==> src/rtl/lsu_dmem_master.sv <==
// Load/store initiator for the data-memory port.
// Takes one request at a time from execute and places it on the 8-byte memory word
// with the right byte lanes. It waits a bounded time for mem_ack, then returns the
// extended load data, or an error code, on a valid/ready response channel.
module lsu_dmem_master #(
    parameter int unsigned MAX_WAIT = 255
) (
    input  logic        clk,
    input  logic        rst_n,
    input  logic        req_valid,
    output logic        req_ready,
    input  logic        req_we,
    input  logic [2:0]  req_funct3,
    input  logic [63:0] req_addr,
    input  logic [63:0] req_wdata,
    output logic        resp_valid,
    input  logic        resp_ready,
    output logic [63:0] resp_rdata,
    output logic [1:0]  resp_err,
    output logic        data_r_en,
    output logic        data_w_en,
    output logic [7:0]  data_wmask,
    output logic [63:0] data_addr,
    output logic [63:0] data_w,
    input  logic [63:0] data_r,
    input  logic        mem_ack
);

    typedef enum logic [1:0] {
        ST_IDLE = 2'd0,
        ST_REQ  = 2'd1,
        ST_RESP = 2'd2
    } state_t;

    localparam logic [8:0] MAX_WAIT_W = 9'(MAX_WAIT);

    localparam logic [1:0] ERR_OK      = 2'b00;
    localparam logic [1:0] ERR_MISALGN = 2'b01;
    localparam logic [1:0] ERR_ILLEGAL = 2'b10;
    localparam logic [1:0] ERR_TIMEOUT = 2'b11;

    // Error code for a new request. funct3=111 takes priority over alignment,
    // and alignment takes priority over the load-only funct3 codes used on a store.
    function automatic logic [1:0] req_check(input logic [2:0] f3, input logic we,
                                             input logic [2:0] off);
        logic mis;
        case (f3[1:0])
            2'b00:   mis = 1'b0;
            2'b01:   mis = off[0];
            2'b10:   mis = (off[1:0] != 2'b00);
            2'b11:   mis = (off != 3'b000);
            default: mis = 1'b0;
        endcase
        if (f3 == 3'b111) begin
            req_check = ERR_ILLEGAL;
        end else if (mis) begin
            req_check = ERR_MISALGN;
        end else if (we && f3[2]) begin
            req_check = ERR_ILLEGAL;
        end else begin
            req_check = ERR_OK;
        end
    endfunction

    // Byte mask for the access width before it is shifted into its lane.
    function automatic logic [7:0] base_mask(input logic [1:0] size);
        case (size)
            2'b00:   base_mask = 8'h01;
            2'b01:   base_mask = 8'h03;
            2'b10:   base_mask = 8'h0F;
            2'b11:   base_mask = 8'hFF;
            default: base_mask = 8'h00;
        endcase
    endfunction

    // Shift the addressed lane down to bit 0, then sign- or zero-extend it to 64 bits.
    function automatic logic [63:0] load_ext(input logic [63:0] word, input logic [2:0] f3,
                                             input logic [2:0] off);
        logic [63:0] s;
        s = word >> {off, 3'b000};
        case (f3)
            3'b000:  load_ext = {{56{s[7]}}, s[7:0]};
            3'b001:  load_ext = {{48{s[15]}}, s[15:0]};
            3'b010:  load_ext = {{32{s[31]}}, s[31:0]};
            3'b011:  load_ext = s;
            3'b100:  load_ext = {56'd0, s[7:0]};
            3'b101:  load_ext = {48'd0, s[15:0]};
            3'b110:  load_ext = {32'd0, s[31:0]};
            default: load_ext = 64'd0;
        endcase
    endfunction

    state_t      state_r, state_nxt_s;
    logic [7:0]  cnt_r, cnt_s;
    logic        we_r, we_s;
    logic [2:0]  f3_r, f3_s;
    logic [2:0]  off_r, off_s;
    logic        hs_s;
    logic [1:0]  chk_s;
    logic        timeout_s;

    logic        data_r_en_s, data_w_en_s, resp_valid_s;
    logic [7:0]  data_wmask_s;
    logic [63:0] data_addr_s, data_w_s, resp_rdata_s;
    logic [1:0]  resp_err_s;

    assign req_ready = (state_r == ST_IDLE);
    assign hs_s      = req_valid & req_ready;
    assign chk_s     = req_check(req_funct3, req_we, req_addr[2:0]);
    // An ack in the cycle that would reach MAX_WAIT wins over the timeout.
    assign timeout_s = !mem_ack && (({1'b0, cnt_r} + 9'd1) >= MAX_WAIT_W);

    // State register.
    always_ff @(posedge clk or negedge rst_n) begin
        if (!rst_n) begin
            state_r <= ST_IDLE;
        end else begin
            state_r <= state_nxt_s;
        end
    end

    // Next-state decision.
    always_comb begin
        state_nxt_s = state_r;
        case (state_r)
            ST_IDLE: begin
                if (hs_s) begin
                    state_nxt_s = (chk_s != ERR_OK) ? ST_RESP : ST_REQ;
                end else begin
                    state_nxt_s = ST_IDLE;
                end
            end
            ST_REQ: begin
                if (mem_ack || timeout_s) begin
                    state_nxt_s = ST_RESP;
                end else begin
                    state_nxt_s = ST_REQ;
                end
            end
            ST_RESP: begin
                if (resp_ready) begin
                    state_nxt_s = ST_IDLE;
                end else begin
                    state_nxt_s = ST_RESP;
                end
            end
            default: state_nxt_s = ST_IDLE;
        endcase
    end

    // Next values for the registered outputs, the captured request and the wait counter.
    always_comb begin
        data_r_en_s  = data_r_en;
        data_w_en_s  = data_w_en;
        data_wmask_s = data_wmask;
        data_addr_s  = data_addr;
        data_w_s     = data_w;
        resp_valid_s = resp_valid;
        resp_rdata_s = resp_rdata;
        resp_err_s   = resp_err;
        cnt_s        = cnt_r;
        we_s         = we_r;
        f3_s         = f3_r;
        off_s        = off_r;
        case (state_r)
            ST_IDLE: begin
                if (hs_s) begin
                    we_s  = req_we;
                    f3_s  = req_funct3;
                    off_s = req_addr[2:0];
                    cnt_s = 8'd0;
                    if (chk_s != ERR_OK) begin
                        resp_valid_s = 1'b1;
                        resp_err_s   = chk_s;
                        resp_rdata_s = 64'd0;
                    end else begin
                        data_r_en_s  = !req_we;
                        data_w_en_s  = req_we;
                        data_addr_s  = {req_addr[63:3], 3'b000};
                        data_wmask_s = base_mask(req_funct3[1:0]) << req_addr[2:0];
                        data_w_s     = req_wdata << {req_addr[2:0], 3'b000};
                    end
                end else begin
                    cnt_s = cnt_r;
                end
            end
            ST_REQ: begin
                if (mem_ack) begin
                    data_r_en_s  = 1'b0;
                    data_w_en_s  = 1'b0;
                    resp_valid_s = 1'b1;
                    resp_err_s   = ERR_OK;
                    resp_rdata_s = we_r ? 64'd0 : load_ext(data_r, f3_r, off_r);
                end else if (timeout_s) begin
                    data_r_en_s  = 1'b0;
                    data_w_en_s  = 1'b0;
                    resp_valid_s = 1'b1;
                    resp_err_s   = ERR_TIMEOUT;
                    resp_rdata_s = 64'd0;
                end else begin
                    cnt_s = cnt_r + 8'd1;
                end
            end
            ST_RESP: begin
                if (resp_ready) begin
                    resp_valid_s = 1'b0;
                    cnt_s        = 8'd0;
                end else begin
                    resp_valid_s = 1'b1;
                end
            end
            default: begin
                data_r_en_s  = 1'b0;
                data_w_en_s  = 1'b0;
                resp_valid_s = 1'b0;
                cnt_s        = 8'd0;
            end
        endcase
    end

    // Output, captured-request and counter registers.
    always_ff @(posedge clk or negedge rst_n) begin
        if (!rst_n) begin
            data_r_en  <= 1'b0;
            data_w_en  <= 1'b0;
            data_wmask <= 8'd0;
            data_addr  <= 64'd0;
            data_w     <= 64'd0;
            resp_valid <= 1'b0;
            resp_rdata <= 64'd0;
            resp_err   <= 2'b00;
            cnt_r      <= 8'd0;
            we_r       <= 1'b0;
            f3_r       <= 3'd0;
            off_r      <= 3'd0;
        end else begin
            data_r_en  <= data_r_en_s;
            data_w_en  <= data_w_en_s;
            data_wmask <= data_wmask_s;
            data_addr  <= data_addr_s;
            data_w     <= data_w_s;
            resp_valid <= resp_valid_s;
            resp_rdata <= resp_rdata_s;
            resp_err   <= resp_err_s;
            cnt_r      <= cnt_s;
            we_r       <= we_s;
            f3_r       <= f3_s;
            off_r      <= off_s;
        end
    end

endmodule

==> config.mk <==
export PLATFORM = sky130hd
export DESIGN_NAME = lsu_dmem_master
export DESIGN_NICKNAME = d
export VERILOG_FILES = /design/src/rtl/lsu_dmem_master.sv
export SDC_FILE = /design/constraint.sdc
export NUM_CORES = 1
export LEC_CHECK = 0
export CAP_MARGIN = 20
export CELL_PAD_IN_SITES_DETAIL_PLACEMENT = 0
export CELL_PAD_IN_SITES_GLOBAL_PLACEMENT = 2
export CORE_ASPECT_RATIO = 1.25
export CORE_MARGIN = 5
export CORE_UTILIZATION = 25
export DETAILED_ROUTE_END_ITERATION = 12
export HOLD_SLACK_MARGIN = 0.05
export PLACE_DENSITY_LB_ADDON = 0.1
export SYNTH_ARGS = -nofsm -noshare
export SYNTH_HDL_FRONTEND = slang
export SYNTH_SLANG_ARGS = --single-unit
==> constraint.sdc <==
create_clock -name clk -period 2.6 [get_ports clk]
set_clock_uncertainty 0.15 [all_clocks]
set_input_delay 0.26 -clock clk [delete_from_list [all_inputs] [get_ports clk]]
set_output_delay 0.26 -clock clk [all_outputs]
set_load 0.03 [all_outputs]
==> key figures, run 1 <==
Status
  – Status: finished clean

Finish
  – Layout cells sized above 1: about 17%
  – Commonest non-fill, non-tap cell in the layout: clkdlybuf4s50_1
  – Area delta synth->final: 51.16%
  – Fin cells: ~2300
  – Commonest cells after routing, fill and taps aside: clkdlybuf4s50_1, dfrtp_1, nand2_1
  – NumNets Final: 1802
  – Fill count: about 4800

Timing
  – Worst-Margin Slew: 0.9613 ns
  – Endpoints failing setup: 0
  – RSZ-0062 raised after global routing: false
  – Min Tclk post-route: about 2.5 ns
  – Fin. Hold Viols: 0
  – Min setup slack post-route: between 0.1 and 0.15 ns
  – Fin crit share: between 90% and 100%
  – Max frequency: 400.0 MHz
  – Fin. max-slew vios: 0
  – Slew headroom: 35.68%

Drt
  – DRT iter0 DRCs: between 400 and 500
  – # DRC: 0
  – Pre-antenna DRT Iters: 4
  – DR WL/cell: about 23 um
  – WL final: about 53 mm
  – Number of vias per cell: 4.808
  – DR vias: 10837
  – Final ANT Viol Nets: 0

Critical path
  – Cell at the slowest stage of the critical path: dfrtp_2
  – Worst path top cell family by delay: multiplexers
  – Worst path max stage delay: 0.51 ns
  – Buf+Inv Stages, Crit Path: 1
  – Critical path type: reg2reg
  – Worst path required time: 2.91 ns
  – Critical-path maximum fanout: 8
  – Setup crit start kind: register
  – Worst EP arrival: around 2.8 ns
  – Worst R2R Setup Slack: 0.10 ns
  – CP Capture Type: register
  – CP Cell Sequence: mux2i_1 > mux4_2 > or4_4 > buf_4 > o21ai_4 > a21oi_1 > o2bb2ai_1

Synth
  – Post-synth EDFFs: 0
  – Area contributors post-synth: dfrtp_1, mux2_2, mux4_2, nand2_1, mux2i_1
  – Primary FF master, synth: dfrtp_1
  – Mapped Cells: 1170
  – Ys Warns: 0
  – Asr flop ratio synth: 100.0%
  – Yosys top cell by area: dfrtp_1
  – Cell variety after synth: 53
  – Synth Cell Area: 0.01198 mm2
  – FF+latch count, synth: approximately 220
  – Synth top area share: 45.75%
  – Sequential share of the synthesized area: 45.75%
  – Synth Area per Inst: 10.24 um2

Global route
  – Vias in the first global route: 11558
  – Initial antenna violation count: 5
  – All-layer global routing usage: 19.56%
  – Largest net degree at the start of global routing: 58
  – First-pass GRT wire length: around 77 mm
  – GR Overflow Total: 0

Worst hold path
  – Worst min-delay path class: in2reg

Clock network
  – CTS tree: yes
  – H-tree levels: 1
  – Clk slew on worst S/H paths: 0.06 ns
  – CTS root buf: clkbuf_16
  – Clock sinks: ~220
  – Clock Tree Buf Depth: 3
  – Worst-Skew Late Latency: 0.55 ns
  – Total CTS buffers: 28

Floorplan
  – Die span in x: 205.8 um
  – Rows: 89
  – Num ports: 407
  – Die area: 0.05242 mm2
  – Starting density of the core: between 20% and 30%
  – Core area: 0.04733 mm2
  – Die height: between 200 and 300 um

Placed design
  – Detailed Place HPWL: 40.23 mm
  – Port Buffers: 403
  – Placed Cells incl. Taps: 2199
  – Place WS: -0.2763 ns
  – GP Congestion: 0.7903

Job
  – Max Cap Viol: 0

Power
  – P_leak: 7.444 nW
  – PwrDens: between 1000 and 1500 mW/mm2
  – Power consumption: 19.84 mW
  – VDD IR max: 0.0007038 V
[state kept, by name (all words and copies together) (netlist names)]
signal      flops
data_w         64
we_r            1
data_addr      61
state_r         2
data_wmask      8
data_r_en       1
f3_r            3
cnt_r           8
off_r           3
data_w_en       1
resp_err        2
resp_valid      1
resp_rdata     64
[cells by family (layout without fill, tap and decap cells)]
family / Yosys count / after routing / share of synthesized area [%]
AOI/OAI and AO/OA: 340 / 341 / 18.76
xor gates and xnor gates: 3 / 3 / 0.2194
adders and majority gates: 2 / 2 / 0.2089
buffers and inverters: 119 / 562 / 4.429
DFF: 219 / 219 / 45.75
muxes: 180 / 180 / 20.01
other: 1 / 4 / 0.03131
and+or+nand+nor: 306 / 306 / 10.58
[cell usage after synthesis (2+ instances only)]
cell type,number
o31ai_1,29
o21a_1,24
nand2_1,162
o22a_1,8
mux2i_1,55
mux2_2,86
clkbuf_1,53
ha_1,2
buf_6,5
a22o_1,8
o2bb2ai_1,58
mux4_2,39
xnor2_1,3
nor3b_1,3
buf_4,4
a21oi_1,93
o21ai_0,75
a221o_1,2
inv_1,15
or2_2,5
a211oi_1,24
buf_1,15
a31oi_1,5
and2_1,2
buf_2,25
nor2_1,96
nor3_1,5
dfrtp_1,219
nand3_1,5
o22ai_1,2
nor2b_1,17
nand2b_1,5
[worst paths after layout]
kind,startpoint,end,depth (start not counted)
worst max-delay path,off_r[1],resp_rdata[30],7
min in group asynchronous,rst_n,resp_rdata[3],2
worst min register to register,data_w[12],data_w[12],2
worst min-delay path,req_addr[1],off_r[1],3
worst max register to register,off_r[1],resp_rdata[30],7
max in group asynchronous,rst_n,data_addr[42],4
[worst register-to-register path: cells and delay by family (launching register included)]
family / cells / cell delay, ns
simple gates: 1 / 0.47
mux: 2 / 0.70
buf+inv: 1 / 0.19
compound gates: 3 / 0.40
flops: 1 / 0.51
[metal layers]
metal / wire length [um] / part of all wire [%] / track usage, %
met1: 20650 / 39 / 22.93
met3: 3536 / 6.7 / 5.062
met2: 26450 / 50 / 34.36
met5: 41 / 0.078 / 0
met4: 2071 / 3.9 / 7.474
[what timing repair did]
item,CTS,global route
hold endpoints to repair,180,0
hold buffers,3,0
setup endpoints to repair,1,24
gates resized for setup,0,3
cloned,1,0
setup buffers,0,3
pin swaps,0,1
[layout make-up]
type / instances / area (um2) / area share [%]
Clock inverter: 5 / 25.02 / 0.1382
Inverter: 17 / 63.81 / 0.3524
Tap cell: 637 / 797.0 / 4.402
Antenna cell: 1 / 2.502 / 0.01382
Clock buffer: 42 / 804.5 / 4.443
Multi-Input combinational cell: 835 / 6021 / 33.25
Timing Repair Buffer: 498 / 4910 / 27.12
Sequential cell: 219 / 5483 / 30.28
[metrics by stage]
| step | util, % | setup TNS (ns) | hold slack, ns | area, um2 |
|---|---|---|---|---|
| after floorplan | - | 0 | -0.1856 | 11990 |
| after global placement | 36.32 | -16.36 | 0.08903 | 17190 |
| after detailed placement | 36.34 | -22.99 | 0.09131 | 17200 |
| after CTS | 38.17 | 0 | 0.06020 | 18060 |
| after global routing | 38.26 | 0 | 0.08144 | 18110 |
| final | 38.26 | 0 | 0.08241 | 18110 |
[where the power goes]
group / leakage (nW) / switching (mW) / internal (mW)
Sequential: 2.83 / 0.853 / 4.57
Clock: 0.410 / 1.55 / 2.11
Combinational: 4.20 / 6.15 / 4.61
Total: 7.44 / 8.55 / 11.3
Note: power is estimated with default switching activity, not from simulation.
==> run 2, diff against run 1 <==
--- a/config.mk
+++ b/config.mk
@@ -10,8 +10,10 @@
 export CELL_PAD_IN_SITES_GLOBAL_PLACEMENT = 2
 export CORE_ASPECT_RATIO = 1.25
 export CORE_MARGIN = 5
-export CORE_UTILIZATION = 25
+export CORE_UTILIZATION = 23
+export CTS_CLUSTER_SIZE = 12
 export DETAILED_ROUTE_END_ITERATION = 12
+export GPL_TIMING_DRIVEN = 0
 export HOLD_SLACK_MARGIN = 0.05
 export PLACE_DENSITY_LB_ADDON = 0.1
 export SYNTH_ARGS = -nofsm -noshare
==> run 2 against run 1 <==
  * Critical path depth unchanged
  * Combinational power hardly changed
  * Final cell count is 2.1% higher
  * Worst setup slack got worse by 0.092 ns
  * Via count is 2.2% higher
  * Non-clock buffer count rose by 18
  * Fmax is 3.6% lower
  * Critical path type unchanged
  * Highest routed layer unchanged
==> key figures, run 2 (synthesis results as in run 1) <==
Drt
  – # DRC: 0 (unchanged)
  – DR vias: 11076 (was 10837)
  – DR WL/cell: 25.01 um (was 23.40 um)
  – DRT iter0 DRCs: 588 (was 417)
  – WL final: 57.58 mm (was 52.75 mm)
  – Pre-antenna DRT Iters: 5 (was 4)
  – Number of vias per cell: 4.811 (was 4.808)
  – Final ANT Viol Nets: 0 (unchanged)

Placed design
  – Detailed Place HPWL: 45.61 mm (was 40.23 mm)
  – Placed instance area: 0.01688 mm2 (was 0.01720 mm2)
  – Port Buffers: 400 (was 403)
  – GP Congestion: 0.8700 (was 0.7903)
  – Placed Cells incl. Taps: 2239 (was 2199)
  – Place WS: -1.554 ns (was -0.2763 ns)

Timing
  – Fin crit share: 99.69% (was 96.14%)
  – Endpoints failing setup: 0 (unchanged)
  – RSZ-0062 raised after global routing: true (was false)
  – Slew headroom: 40.25% (was 35.68%)
  – Min Tclk post-route: 2.592 ns (was 2.500 ns)
  – Fin. max-slew vios: 0 (unchanged)
  – Max frequency: 385.8 MHz (was 400.0 MHz)
  – Fin. Hold Viols: 0 (unchanged)
  – Worst-Margin Slew: 0.8930 ns (was 0.9613 ns)
  – Min setup slack post-route: 0.007941 ns (was 0.1002 ns)

Critical path
  – Setup crit start kind: register (unchanged)
  – Critical path type: reg2reg (unchanged)
  – Worst R2R Setup Slack: 0.008 ns (was 0.10 ns)
  – Critical-path maximum fanout: 10 (was 8)
  – Worst EP arrival: 2.92 ns (was 2.81 ns)
  – Worst path required time: 2.92 ns (was 2.91 ns)
  – CP Capture Type: register (unchanged)

Floorplan
  – Rows: 93 (was 89)
  – Die span in x: 214.1 um (was 205.8 um)
  – Die height: 265.1 um (was 254.7 um)
  – Num ports: 407 (unchanged)
  – Die area: 0.05677 mm2 (was 0.05242 mm2)
  – Starting density of the core: 23.24% (was 25.31%)
  – Core area: 0.05155 mm2 (was 0.04733 mm2)

Global route
  – First-pass GRT wire length: 83.33 mm (was 77.41 mm)
  – GR Overflow Total: 0 (unchanged)
  – Initial antenna violation count: 5 (unchanged)
  – All-layer global routing usage: 19.41% (was 19.56%)
  – Largest net degree at the start of global routing: 104 (was 58)
  – Vias in the first global route: 11902 (was 11558)

Power
  – P_leak: 7.305 nW (was 7.444 nW)
  – Power consumption: 20.15 mW (was 19.84 mW)
  – PwrDens: 1115 mW/mm2 (was 1096 mW/mm2)
  – VDD IR max: 0.0005010 V (was 0.0007038 V)

Finish
  – Largest registers: data_w (64), resp_rdata (64), data_addr (61) (unchanged)
  – Fin cells: 2302 (was 2254)
  – Area delta synth->final: 50.87% (was 51.16%)
  – Fill count: 5283 (was 4789)
  – Design Area, Final: 0.01807 mm2 (was 0.01811 mm2)
  – Layout cells sized above 1: 16.33% (was 16.89%)
  – NumNets Final: 1818 (was 1802)
  – Commonest cells after routing, fill and taps aside: clkdlybuf4s50_1, dfrtp_1, nand2_1 (unchanged)
  – Commonest non-fill, non-tap cell in the layout: clkdlybuf4s50_1 (unchanged)
  – Fin util: 35.06% (was 38.26%)

Worst hold path
  – Worst min-delay path class: in2async (was in2reg)

Clock network
  – Clock sinks: 219 (unchanged)
  – CTS tree: yes (unchanged)
  – H-tree levels: 1 (unchanged)
  – CTS root buf: clkbuf_16 (unchanged)
  – Worst-Skew Late Latency: 0.57 ns (was 0.55 ns)
  – Total CTS buffers: 27 (was 28)
  – Clock Tree Buf Depth: 3 (unchanged)
  – Clk slew on worst S/H paths: 0.06 ns (about the same)

Job
  – Max Cap Viol: 0 (unchanged)

Status
  – Status: finished clean (unchanged)
run 2: cell count changes in the layout (fill, tap and decap cells not counted), moves of 5 or more:
cell | before | now
buf_6 | 0 | 9
clkbuf_2 | 0 | 10
clkbuf_1 | 10 | 48
nor2_1 | 96 | 91
buf_2 | 2 | 19
buf_1 | 0 | 8
buf_4 | 80 | 22
buf_12 | 13 | 0
run 2: final timing paths:
| kind | end | cells past startpoint | startpoint |
|---|---|---|---|
| max | resp_rdata[19] | 7 | off_r[1] |
| min | resp_rdata[35] | 2 | rst_n |
| max reg2reg | resp_rdata[19] | 7 | off_r[1] |
| min reg2reg | data_w[26] | 2 | data_w[26] |
| max in group asynchronous | state_r[1] | 3 | rst_n |
| min in group clk | data_addr[25] | 2 | req_addr[25] |
run 2: layer usage:
metal | vias up | wire [um] | global-route usage [%]
met4 | 6 | 1639 | 5.625
met5 | - | 41 | 0
met3 | 69 | 3668 | 4.963
li1 | 5123 | - | -
met1 | 5503 | 22520 | 22.65
met2 | 375 | 29710 | 35.34
run 2: per-stage QoR:
step	setup TNS (ns)	hold slack, ns
floorplan	0	-0.1856
global placement	-2226.71	0.3113
detailed placement	-206.62	0.07886
CTS	-0.02203	0.08505
global route	-0.05534	0.1142
finish	0	0.08019
run 2: critical path, cell delays in order, from the launching register on:
cell,delay (ns)
dfrtp_1,0.37
buf_6,0.14
clkbuf_4,0.23
clkbuf_2,0.29
nand2b_1,0.35
o21ai_0,0.59
a21oi_1,0.20
o2bb2ai_1,0.18
run 2: repair_timing:
action / in CTS / in global routing
hold endpoints to repair: 219 / 0
gates cloned: 2 / 0
setup buffers: 7 / 5
pin swaps: 3 / 10
hold buffers: 1 / 0
setup endpoints to repair: 184 / 143
resized for setup: 45 / 40
run 2: cell type report:
| type | count | area (um2) | share of cell area [%] |
|---|---|---|---|
| inverters | 17 | 63.81 | 0.3531 |
| repair buffers | 417 | 4190 | 23.19 |
| diodes | 2 | 5.005 | 0.02770 |
| flip-flops and latches | 219 | 5482 | 30.33 |
| plain buffers | 99 | 538.0 | 2.977 |
| multi-input cells | 834 | 6092 | 33.71 |
| clock inverters | 9 | 113.9 | 0.6301 |
| clock buffers | 40 | 754.5 | 4.175 |
| well taps | 665 | 832.0 | 4.604 |
run 2: power by group:
group,internal (mW),total (mW),switching (mW)
clock network,2.21,3.79,1.58
registers,4.57,5.26,0.691
logic,4.53,11.1,6.57
total,11.3,20.2,8.84
==> run 3, diff against run 2 <==
--- a/config.mk
+++ b/config.mk
@@ -5,12 +5,11 @@
 export SDC_FILE = /design/constraint.sdc
 export NUM_CORES = 1
 export LEC_CHECK = 0
-export CAP_MARGIN = 20
 export CELL_PAD_IN_SITES_DETAIL_PLACEMENT = 0
 export CELL_PAD_IN_SITES_GLOBAL_PLACEMENT = 2
 export CORE_ASPECT_RATIO = 1.25
 export CORE_MARGIN = 5
-export CORE_UTILIZATION = 23
+export CORE_UTILIZATION = 28
 export CTS_CLUSTER_SIZE = 12
 export DETAILED_ROUTE_END_ITERATION = 12
 export GPL_TIMING_DRIVEN = 0
==> constraint.sdc (replaced) <==
create_clock -name clk -period 2.4 [get_ports clk]
set_clock_uncertainty 0.15 [all_clocks]
set_input_delay 0.24 -clock clk [delete_from_list [all_inputs] [get_ports clk]]
set_output_delay 0.24 -clock clk [all_outputs]
set_load 0.03 [all_outputs]
==> run 3 against run 2 <==
  * The run now ends with setup timing left
  * Sequential share of layout area fell by 0.15 points
  * Clock power rose by 6.3%
  * Sequential power grew 8.0%
  * Final cell count shrank 4.6%
  * Combinational power up 9.9%
  * Global-route usage grew 2.3 points
  * Register-to-register slack worse by 0.19 ns
  * Hold slack gained 0.084 ns
  * Routed wire length shrank 6.6%
  * Flip-flop and latch count is the same
  * Worst setup slack lost 0.19 ns
  * Count of clock-buffer cells in the layout increased by 1
  * Critical endpoint is now resp_rdata[55]
  * Highest routed layer unchanged
==> key figures, run 3 (synthesis results as in run 1) <==
Status
  – Status: finished, violations left (was finished clean)
  – Failing checks: setup timing

Floorplan
  – Rows: 84 (was 93)
  – Num ports: 407 (unchanged)
  – Die height: 241.2 um (was 265.1 um)
  – Core area: 0.04225 mm2 (was 0.05155 mm2)
  – Die span in x: 195.0 um (was 214.1 um)
  – Die area: 0.04704 mm2 (was 0.05677 mm2)
  – Starting density of the core: 28.35% (was 23.24%)

Drt
  – Final ANT Viol Nets: 0 (unchanged)
  – DR vias: 11145 (was 11076)
  – DR WL/cell: 24.49 um (was 25.01 um)
  – # DRC: 0 (unchanged)
  – WL final: 53.76 mm (was 57.58 mm)
  – Pre-antenna DRT Iters: 5 (unchanged)
  – Number of vias per cell: 5.077 (was 4.811)
  – DRT iter0 DRCs: 592 (was 588)

Global route
  – GR Overflow Total: 0 (unchanged)
  – First-pass GRT wire length: 77.67 mm (was 83.33 mm)
  – All-layer global routing usage: 21.67% (was 19.41%)
  – Vias in the first global route: 11843 (was 11902)
  – Initial antenna violation count: 6 (was 5)
  – Largest net degree at the start of global routing: 106 (was 104)

Worst hold path
  – Hold Path Origin: req_addr[34]
  – Worst min-delay path class: in2reg (was in2async)

Power
  – P_leak: 7.363 nW (was 7.305 nW)
  – VDD IR max: 0.0007657 V (was 0.0005010 V)
  – PwrDens: 1206 mW/mm2 (was 1115 mW/mm2)
  – Power consumption: 21.90 mW (was 20.15 mW)

Finish
  – Largest registers: data_w (64), resp_rdata (64), data_addr (61) (unchanged)
  – Fill count: 4140 (was 5283)
  – NumNets Final: 1820 (was 1818)
  – Commonest non-fill, non-tap cell in the layout: clkdlybuf4s50_1 (unchanged)
  – Area delta synth->final: 51.61% (was 50.87%)
  – Fin util: 42.98% (was 35.06%)
  – Layout cells sized above 1: 17.81% (was 16.33%)
  – Commonest cells after routing, fill and taps aside: clkdlybuf4s50_1, dfrtp_1, nand2_1 (unchanged)

Critical path
  – CP Capture Type: register (unchanged)
  – Critical-path maximum fanout: 8 (was 10)
  – Reg2reg start: off_r[1] (unchanged)
  – CP Cell Sequence: buf_6 > mux2i_4 > mux4_2 > or4_4 > o211ai_4 > clkbuf_16 > nor2_1 > o2bb2ai_1 (was buf_6 > clkbuf_4 > clkbuf_2 > nand2b_1 > o21ai_0 > a21oi_1 > o2bb2ai_1)
  – CP Launch Point: off_r[1] (unchanged)
  – Setup crit start kind: register (unchanged)
  – Worst path required time: 2.71 ns (was 2.92 ns)
  – Worst EP arrival: 2.89 ns (was 2.92 ns)
  – Worst path max stage delay: 0.50 ns (was 0.59 ns)
  – Critical path type: reg2reg (unchanged)
  – Cell at the slowest stage of the critical path: mux4_2 (was o21ai_0)

Timing
  – Worst-Margin Slew: 0.7685 ns (was 0.8930 ns)
  – Slew headroom: 48.58% (was 40.25%)
  – Fin. max-slew vios: 0 (unchanged)
  – Min Tclk post-route: 2.577 ns (was 2.592 ns)
  – Fin crit share: 107.4% (was 99.69%)
  – Max frequency: 388.0 MHz (was 385.8 MHz)
  – Endpoints failing setup: 48 (was 0)
  – Min setup slack post-route: -0.1773 ns (was 0.007941 ns)
  – Fin. Hold Viols: 0 (unchanged)
  – RSZ-0062 raised after global routing: true (unchanged)

Clock network
  – Total CTS buffers: 26 (was 27)
  – H-tree levels: 1 (unchanged)
  – Clock Tree Buf Depth: 3 (unchanged)
  – CTS root buf: clkbuf_16 (unchanged)
  – Clock sinks: 219 (unchanged)
  – Clk slew on worst S/H paths: 0.06 ns (about the same)
  – Worst-Skew Late Latency: 0.54 ns (was 0.57 ns)
  – CTS tree: yes (unchanged)

Placed design
  – GP Congestion: 0.9093 (was 0.8700)
  – Detailed Place HPWL: 42.13 mm (was 45.61 mm)
  – Port Buffers: 400 (unchanged)

Job
  – Max Cap Viol: 0 (unchanged)
-- run 3: cell types whose count changed in the layout (fill, tap and decap cells not counted), sizes merged --
cell           delta
clkinv            -4
dlygate4sd3       +1
buf               +1
clkbuf            +3
clkdlybuf4s18     -1
inv               -1
-- run 3: worst paths after layout --
check / to / slack [ns] / depth (start not counted)
min in group asynchronous: resp_rdata[30] / 0.19 / 3
max reg2reg: resp_rdata[55] / -0.18 / 8
min: data_addr[34] / 0.16 / 2
max in group asynchronous: resp_rdata[35] / 0.87 / 3
min reg2reg: data_w[15] / 0.33 / 2
max: resp_rdata[55] / -0.18 / 8
-- run 3: through the flow --
step,instance area [um2],TNS [ns],setup WS (ns),instances,hold WS [ns]
6_report,18160,-5.543,-0.1773,2195,0.1642
5_1_grt,18160,-9.759,-0.2711,2195,0.1286
4_1_cts,17910,-6.815,-0.1795,2190,0.1266
3_5_place_dp,16750,-239.36,-1.813,2133,-0.07875
3_3_place_gp,16690,-2235.03,-9.213,2131,0.3121
2_1_floorplan,11990,0,0.01921,1172,-0.2056
-- run 3: power breakdown --
part	total [mW]	internal [mW]	switching, mW
combinational	12.2	5.08	7.11
sequential	5.68	4.95	0.726
clock	4.03	2.45	1.58
-- run 3: final cells by class --
cell class	count	area, um2	share of cell area [%]
multi-input cells	834	6254	34.44
flip-flops and latches	219	5482	30.18
repair buffers	420	4237	23.33
clock buffers	41	787.0	4.334
well taps	559	699.4	3.851
plain buffers	99	551.8	3.038
clock inverters	4	81.33	0.4478
inverters	17	63.81	0.3514
diodes	2	5.005	0.02756
-- run 3: per-layer routing --
| layer | vias up | share of wire [%] | GRT usage, % |
|---|---|---|---|
| met5 | - | 0.11 | 0 |
| met4 | 8 | 4.7 | 9.037 |
| met3 | 106 | 7.2 | 5.675 |
| met2 | 452 | 50 | 38.76 |
| met1 | 5444 | 38 | 24.68 |
| li1 | 5135 | - | - |
-- run 3: critical path: cells and delay by family, from the launching register on --
kind	cells	cell delay, ns
buffers and inverters	2	0.39
AOI/OAI and AO/OA	2	0.35
DFF	1	0.38
muxes	2	0.69
and+or+nand+nor	2	0.53
-- run 3: what timing repair did --
item / CTS / global route
resized for setup: 69 / 51
hold endpoints to repair: 118 / 0
endpoints found under the setup margin: 210 / 163
gates cloned: 2 / 1
pin swaps: 20 / 21
buffers inserted: 9 / 4
hold buffers: 2 / 0
